File: src/rtl/hpi_driver_pkg.sv
// Shared constants and helpers for the HPI driver register slave and its gap monitors.
package hpi_driver_pkg;

    localparam int unsigned GAP_W     = 16;
    localparam int unsigned NBINS     = 16;
    localparam int unsigned BIN_W     = $clog2(NBINS);
    localparam int unsigned BIN_SHIFT = 3;
    localparam int unsigned HIST_LSB  = BIN_W + 2;

    localparam logic [31:0] REG_PUSH       = 32'h0000_0000;
    localparam logic [31:0] REG_CTRL       = 32'h0000_0004;
    localparam logic [31:0] REG_ADDR_TOTAL = 32'h0000_0100;
    localparam logic [31:0] REG_VCTR_TOTAL = 32'h0000_0104;
    localparam logic [31:0] REG_ADDR_OCC   = 32'h0000_0108;
    localparam logic [31:0] REG_VCTR_MAX   = 32'h0000_010C;
    localparam logic [31:0] REG_VCTR_OCC   = 32'h0000_0110;
    localparam logic [31:0] ADDR_HIST_BASE = 32'h0001_1000;
    localparam logic [31:0] VCTR_HIST_BASE = 32'h0001_2000;

    // Gaps past the last bin's range all land in the last bin.
    function automatic logic [BIN_W-1:0] gap_bin(input logic [GAP_W-1:0] gap);
        logic [GAP_W-1:0] idx;
        idx = gap >> BIN_SHIFT;
        if (idx > GAP_W'(NBINS - 1)) begin
            return BIN_W'(NBINS - 1);
        end
        return idx[BIN_W-1:0];
    endfunction

    function automatic logic [31:0] sat_inc32(input logic [31:0] v);
        return (v == '1) ? v : v + 32'd1;
    endfunction

    function automatic logic [31:0] occ_next(input logic [31:0] occ, input logic push,
                                             input logic pop);
        if (push && !pop) begin
            return sat_inc32(occ);
        end
        if (pop && !push && (occ != '0)) begin
            return occ - 32'd1;
        end
        return occ;
    endfunction

endpackage

File: src/rtl/gap_monitor.sv
// Inter-event gap tracker: saturating gap counter, armed flag, gap histogram and max gap.
module gap_monitor
    import hpi_driver_pkg::*;
(
    input  logic             clk,
    input  logic             reset,
    input  logic             clr,
    input  logic             evt,
    input  logic [BIN_W-1:0] rd_bin,
    input  logic             rd_max,
    output logic [GAP_W-1:0] rd_data
);

    localparam logic [GAP_W-1:0] GAP_SAT = '1;

    logic [GAP_W-1:0] gap_q, gap_d;
    logic [GAP_W-1:0] max_q, max_d;
    logic [GAP_W-1:0] meas_gap;
    logic             armed_q, armed_d;
    logic [GAP_W-1:0] bin_q [NBINS];
    logic [GAP_W-1:0] bin_d [NBINS];
    logic [BIN_W-1:0] hit_bin;

    always_comb begin
        // gap_q excludes the event cycle itself, so the measured distance is one more.
        meas_gap = (gap_q == GAP_SAT) ? GAP_SAT : gap_q + GAP_W'(1);
        hit_bin  = gap_bin(meas_gap);
        gap_d    = gap_q;
        armed_d  = armed_q;
        max_d    = max_q;
        bin_d    = bin_q;
        if (evt) begin
            gap_d   = '0;
            armed_d = 1'b1;
            if (armed_q) begin
                if (bin_q[hit_bin] != GAP_SAT) begin
                    bin_d[hit_bin] = bin_q[hit_bin] + GAP_W'(1);
                end
                if (meas_gap > max_q) begin
                    max_d = meas_gap;
                end
            end
        end else if (gap_q != GAP_SAT) begin
            gap_d = gap_q + GAP_W'(1);
        end
    end

    always_ff @(posedge clk) begin
        if (reset || clr) begin
            gap_q   <= '0;
            max_q   <= '0;
            armed_q <= 1'b0;
            bin_q   <= '{default: '0};
        end else begin
            gap_q   <= gap_d;
            max_q   <= max_d;
            armed_q <= armed_d;
            bin_q   <= bin_d;
        end
    end

    assign rd_data = rd_max ? max_q : bin_q[rd_bin];

endmodule

File: src/rtl/hpi_driver.sv
// Register slave that pushes host-written addresses to the address FIFO and monitors
// address/vector FIFO traffic (totals, occupancies, gap histograms, max vector gap).
module hpi_driver
    import hpi_driver_pkg::*;
(
    input  logic        clk,
    input  logic        reset,
    input  logic [31:0] slave_addr,
    input  logic        slave_rd,
    input  logic        slave_wr,
    input  logic [31:0] slave_data_in,
    output logic [31:0] slave_data_out,
    output logic [31:0] addr_fifo_din,
    output logic        addr_fifo_wr,
    input  logic        addr_fifo_rd,
    input  logic        vctr_fifo_wr,
    input  logic        vctr_fifo_rd
);

    logic             push_wr, ctrl_wr;
    logic             fifo_wr_q;
    logic [31:0]      din_q;
    logic             ctrl_q;
    logic [31:0]      addr_total_q, vctr_total_q;
    logic [31:0]      addr_occ_q, vctr_occ_q;
    logic [31:0]      rdata_q, rdata_d;
    logic             addr_hist_hit, vctr_hist_hit;
    logic [GAP_W-1:0] addr_mon_data, vctr_mon_data;

    assign push_wr = slave_wr && (slave_addr == REG_PUSH);
    assign ctrl_wr = slave_wr && (slave_addr == REG_CTRL);

    assign addr_hist_hit = (slave_addr[31:HIST_LSB] == ADDR_HIST_BASE[31:HIST_LSB])
                           && (slave_addr[1:0] == 2'b00);
    assign vctr_hist_hit = (slave_addr[31:HIST_LSB] == VCTR_HIST_BASE[31:HIST_LSB])
                           && (slave_addr[1:0] == 2'b00);

    always_ff @(posedge clk) begin
        if (reset) begin
            fifo_wr_q <= 1'b0;
            din_q     <= '0;
            ctrl_q    <= 1'b0;
        end else begin
            fifo_wr_q <= push_wr;
            if (push_wr) begin
                din_q <= slave_data_in;
            end
            if (ctrl_wr) begin
                ctrl_q <= slave_data_in[0];
            end
        end
    end

    // Statistics follow the actual push pulse, so a push is counted the cycle it reaches the FIFO.
    always_ff @(posedge clk) begin
        if (reset || ctrl_q) begin
            addr_total_q <= '0;
            vctr_total_q <= '0;
            addr_occ_q   <= '0;
            vctr_occ_q   <= '0;
        end else begin
            if (fifo_wr_q) begin
                addr_total_q <= sat_inc32(addr_total_q);
            end
            if (vctr_fifo_wr) begin
                vctr_total_q <= sat_inc32(vctr_total_q);
            end
            addr_occ_q <= occ_next(addr_occ_q, fifo_wr_q, addr_fifo_rd);
            vctr_occ_q <= occ_next(vctr_occ_q, vctr_fifo_wr, vctr_fifo_rd);
        end
    end

    gap_monitor u_addr_gap (
        .clk     (clk),
        .reset   (reset),
        .clr     (ctrl_q),
        .evt     (fifo_wr_q),
        .rd_bin  (slave_addr[2 +: BIN_W]),
        .rd_max  (1'b0),
        .rd_data (addr_mon_data)
    );

    gap_monitor u_vctr_gap (
        .clk     (clk),
        .reset   (reset),
        .clr     (ctrl_q),
        .evt     (vctr_fifo_wr),
        .rd_bin  (slave_addr[2 +: BIN_W]),
        .rd_max  (slave_addr == REG_VCTR_MAX),
        .rd_data (vctr_mon_data)
    );

    always_comb begin
        rdata_d = '0;
        if (addr_hist_hit) begin
            rdata_d = 32'(addr_mon_data);
        end else if (vctr_hist_hit) begin
            rdata_d = 32'(vctr_mon_data);
        end else begin
            case (slave_addr)
                REG_PUSH:       rdata_d = din_q;
                REG_CTRL:       rdata_d = {31'b0, ctrl_q};
                REG_ADDR_TOTAL: rdata_d = addr_total_q;
                REG_VCTR_TOTAL: rdata_d = vctr_total_q;
                REG_ADDR_OCC:   rdata_d = addr_occ_q;
                REG_VCTR_MAX:   rdata_d = 32'(vctr_mon_data);
                REG_VCTR_OCC:   rdata_d = vctr_occ_q;
                default:        rdata_d = '0;
            endcase
        end
    end

    always_ff @(posedge clk) begin
        if (reset) begin
            rdata_q <= '0;
        end else if (slave_rd) begin
            rdata_q <= rdata_d;
        end
    end

    assign slave_data_out = rdata_q;
    assign addr_fifo_din  = din_q;
    assign addr_fifo_wr   = fifo_wr_q;

endmodule

File: config.mk
export PLATFORM = sky130hd
export DESIGN_NAME = hpi_driver
export DESIGN_NICKNAME = d
export VERILOG_FILES = /design/src/rtl/hpi_driver_pkg.sv /design/src/rtl/gap_monitor.sv /design/src/rtl/hpi_driver.sv
export SDC_FILE = /design/constraint.sdc
export NUM_CORES = 2
export LEC_CHECK = 0
export CAP_MARGIN = 20
export CELL_PAD_IN_SITES_DETAIL_PLACEMENT = 0
export CELL_PAD_IN_SITES_GLOBAL_PLACEMENT = 1
export CORE_MARGIN = 1
export CORE_UTILIZATION = 49
export CTS_BUF_LIST = sky130_fd_sc_hd__clkbuf_2 sky130_fd_sc_hd__clkbuf_4 sky130_fd_sc_hd__clkbuf_8
export DETAILED_ROUTE_END_ITERATION = 12
export PLACE_DENSITY = 0.9
export SYNTH_ARGS = -nofsm -noshare
export SYNTH_HDL_FRONTEND = slang
export SYNTH_SLANG_ARGS = --single-unit
File: constraint.sdc
create_clock -name clk -period 7.6 [get_ports clk]
set_clock_uncertainty 0.05 [all_clocks]
set_input_delay 0.76 -clock clk [delete_from_list [all_inputs] [get_ports clk]]
set_output_delay 0.76 -clock clk [all_outputs]
set_load 0.005 [all_outputs]
==> results.yml <==
status:
  status: "complete, but fails checks"
  violations: "design-rule violations"
hold_path:
  hold_class: "primary input to register"
  hold_depth: 2
  min_from: "reset"
  hold_path_end: "slave_data_out[8]"
sta:
  setup_viol: 0
  max_freq_mhz: 148
  report.final.slew_viol_count: 0
  rsz0062_at_grt: "no"
  period_minus_slack_ps: 6750
  tns_ps: 0
  whs_ps: 387
  worstMarginPinSlew_ps: 1160
  setup_ws_ps: 848
  hold_viol: 0
  post-route-period-util_pct: 88.8
  slew_headroom_pct: 22.6
yosys:
  ys_seq_elements: 756
  synth_top_family_by_area: "simple AND/OR/NAND/NOR gates"
  netlist_area_sq_mm: 0.0398
  synth_compound_area_share_pct: 16.3
  synth_fp_nets: 4587
  ys.flop_type: "dfxtp_1"
  ys_seq_area_share_pct: 38.1
  synth.area.top_cells: "dfxtp_1 (38%), mux4_2 (11%), mux2i_1 (5.8%)"
  synth_top_area_share_pct: 38.1
  async_reset_ff_share_pct: 0
  yosysWarnings: 0
  yosys.area.top_type: "dfxtp_1"
  synth_edf_count: 0
  synth_cell_types: 84
  synthMuxAreaShare_pct: 17.7
  synth_area_per_cell_sq_um: 8.86
  synth_simple_gate_area_share_pct: 18.8
  synthAdderAreaFrac_pct: 0.881
  syn_inst: 4488
  synthXorXnorAreaFrac_pct: 3.80
worst_setup_path:
  path_buf_inv: 3
  r2r_end: "u_vctr_gap.bin_q[241]"
  r2r-start: "u_vctr_gap.gap_q[1]"
  start_kind: "register"
  critPathTopFamily: "simple AND/OR/NAND/NOR gates"
  cpPeakStageDelay_ps: 830
  crit_slowest_cell: "nor3_2"
  cp-startpoint: "u_vctr_gap.gap_q[1]"
  worstPathRequired_ps: 8180
  reg2reg_slack_ps: 850
  cp-end-kind: "register"
  cp_cell_sequence: "ha_1, nand3_1, nor3_1, mux2_2, or3_1, nor3_2, nand4_1, o22a_1, nand3_1, inv_1, ha_1, nand4_1, nor3_2, buf_4, a41oi_2, buf_4, mux2i_1, nor2_1"
  worstPathMaxFanout: 17
  worst-setup-path-type: "register to register"
  r2r_cells: 18
  cp.arrival_ps: 7330
clock_tree:
  cts.reportedPaths.clkPinSlew_ps: 60
  post_cts_buffers: 0
  cts_root_buf: "clkbuf_8"
  numCtsBuffers: 131
  insertion_delay_ps: 830
  clockBufferDepth: 3
  cts_tree: "done"
  cts_max_level: 4
  ctsHoldBuffers: 0
  cts.repair.resized: 0
  cts_sinks: 756
power:
  power_density_mw_per_mm2: 217
  max-vdd-ir-drop_uv: 143
  p_leak_nw: 15.2
  finalPower_w: 0.00974
cells_and_area:
  nets: 4591
  fillerInstances: 7240
  stdcell_area_sq_mm: 0.0450
  final_cell_mix: "dfxtp_1 (756), nor2_1 (581), nand2_1 (480)"
  final_common_cell: "dfxtp_1"
  syn_to_final_growth_pct: 13.1
  drive_above_1_share_pct: 14.1
floorplan:
  die-height_um: 287
  num_rows: 104
  dieArea_sq_mm: 0.0823
  boundaryPins: 136
  coreArea_sq_mm: 0.0804
  die_x_um: 287
  initial_utilization_pct: 49.4
global_routing:
  first_global_vias: 33700
  grt.overflow.total: 0
  antenna_found_initial: 1
  grt_max_degree: 198
  grt_pass1_wl_um: 203000
  track_usage_pct: 31.5
placed_design:
  place_ws_ps: 1020
  dp_hpwl_um: 86200
  placement.cell_area_sq_mm: 0.0421
  gp_congestion: 0.944
  port_buffers: 135
detailed_routing:
  drtIter0Drc: 4729
  drc: 1
  drt-total-wl_um: 132000
  num_vias: 36200
  wl_per_cell_um: 23.4
  viasPerCell: 6.41
  firstDrtPassIters: 10
  postRouteAntennaNets: 0
job:
  drv_cap: 0
## registers in the layout (all words and copies together) (netlist names), 16 cells and up
signal            count
addr_fifo_din        32
u_vctr_gap.max_q     16
u_addr_gap.gap_q     16
u_vctr_gap.gap_q     16
u_addr_gap.bin_q    256
vctr_total_q         32
vctr_occ_q           32
addr_total_q         32
u_vctr_gap.bin_q    256
slave_data_out       32
addr_occ_q           32
## synthesized netlist by cell type, types with 57 or more instances
master / instances
mux4_2: 203
clkbuf_1: 267
xnor2_1: 66
nor3_1: 75
mux2i_1: 229
a21oi_1: 374
a211oi_1: 108
xor2_1: 103
nor2_1: 584
nand3_1: 130
dfxtp_1: 756
nand2_1: 480
nand4_1: 57
o21ai_0: 227
buf_2: 77
a22oi_1: 64
## logic make-up (layout without fill, tap and decap cells)
group / after synthesis / after routing
adders and majority gates: 28 / 28
muxes: 447 / 447
buffers and inverters: 425 / 528
xor gates and xnor gates: 171 / 171
DFF: 756 / 756
AOI/OAI and AO/OA: 1042 / 1042
other: 0 / 1
and+or+nand+nor: 1619 / 1619
## stage by stage
step                      cells  util (%)
after floorplan            4488         -
after global placement     5411      52.2
after detailed placement   5416      52.3
after CTS                  5648      55.9
after global routing       5652      55.9
final                      5652      55.9
## worst max-delay path by stage
| stage | endpoint | slack (ps) | cells past startpoint |
|---|---|---|---|
| final | u_vctr_gap.bin_q[241] | 850 | 18 |
| after global routing | u_vctr_gap.bin_q[177] | 710 | 18 |
| after CTS | u_vctr_gap.bin_q[177] | 1060 | 18 |
| after detailed placement | u_vctr_gap.bin_q[177] | 1020 | 18 |
| after global placement | u_vctr_gap.bin_q[214] | 1260 | 17 |
| after floorplan | u_addr_gap.bin_q[40] | 2110 | 21 |
## per-layer routing
layer	track usage (%)	vias to the layer above	share of wire (%)
li1	-	16400	-
met1	43.1	17400	41
met2	47.4	2087	44
met3	7.37	376	11
met4	13.9	0	4.4
met5	0	-	0
## report_power, final
group	total, W	switching, W	internal (W)
logic	0.00127	0.000727	0.000538
clock network	0.00406	0.00178	0.00228
registers	0.00442	0.000285	0.00413
total	0.00974	0.00279	0.00695
## final cells by class
class                           instances  area (sq um)  area share (%)
Multi-Input combinational cell       3307         23100            51.5
Sequential cell                       756         15100            33.7
Clock buffer                          207          2590            5.75
Timing Repair Buffer                  251          2330            5.19
Tap cell                             1060          1330            2.95
Clock inverter                         25           269           0.598
Inverter                               45           169           0.376
Antenna cell                            1          2.50         0.00557
(Power assumes the default switching activity.)
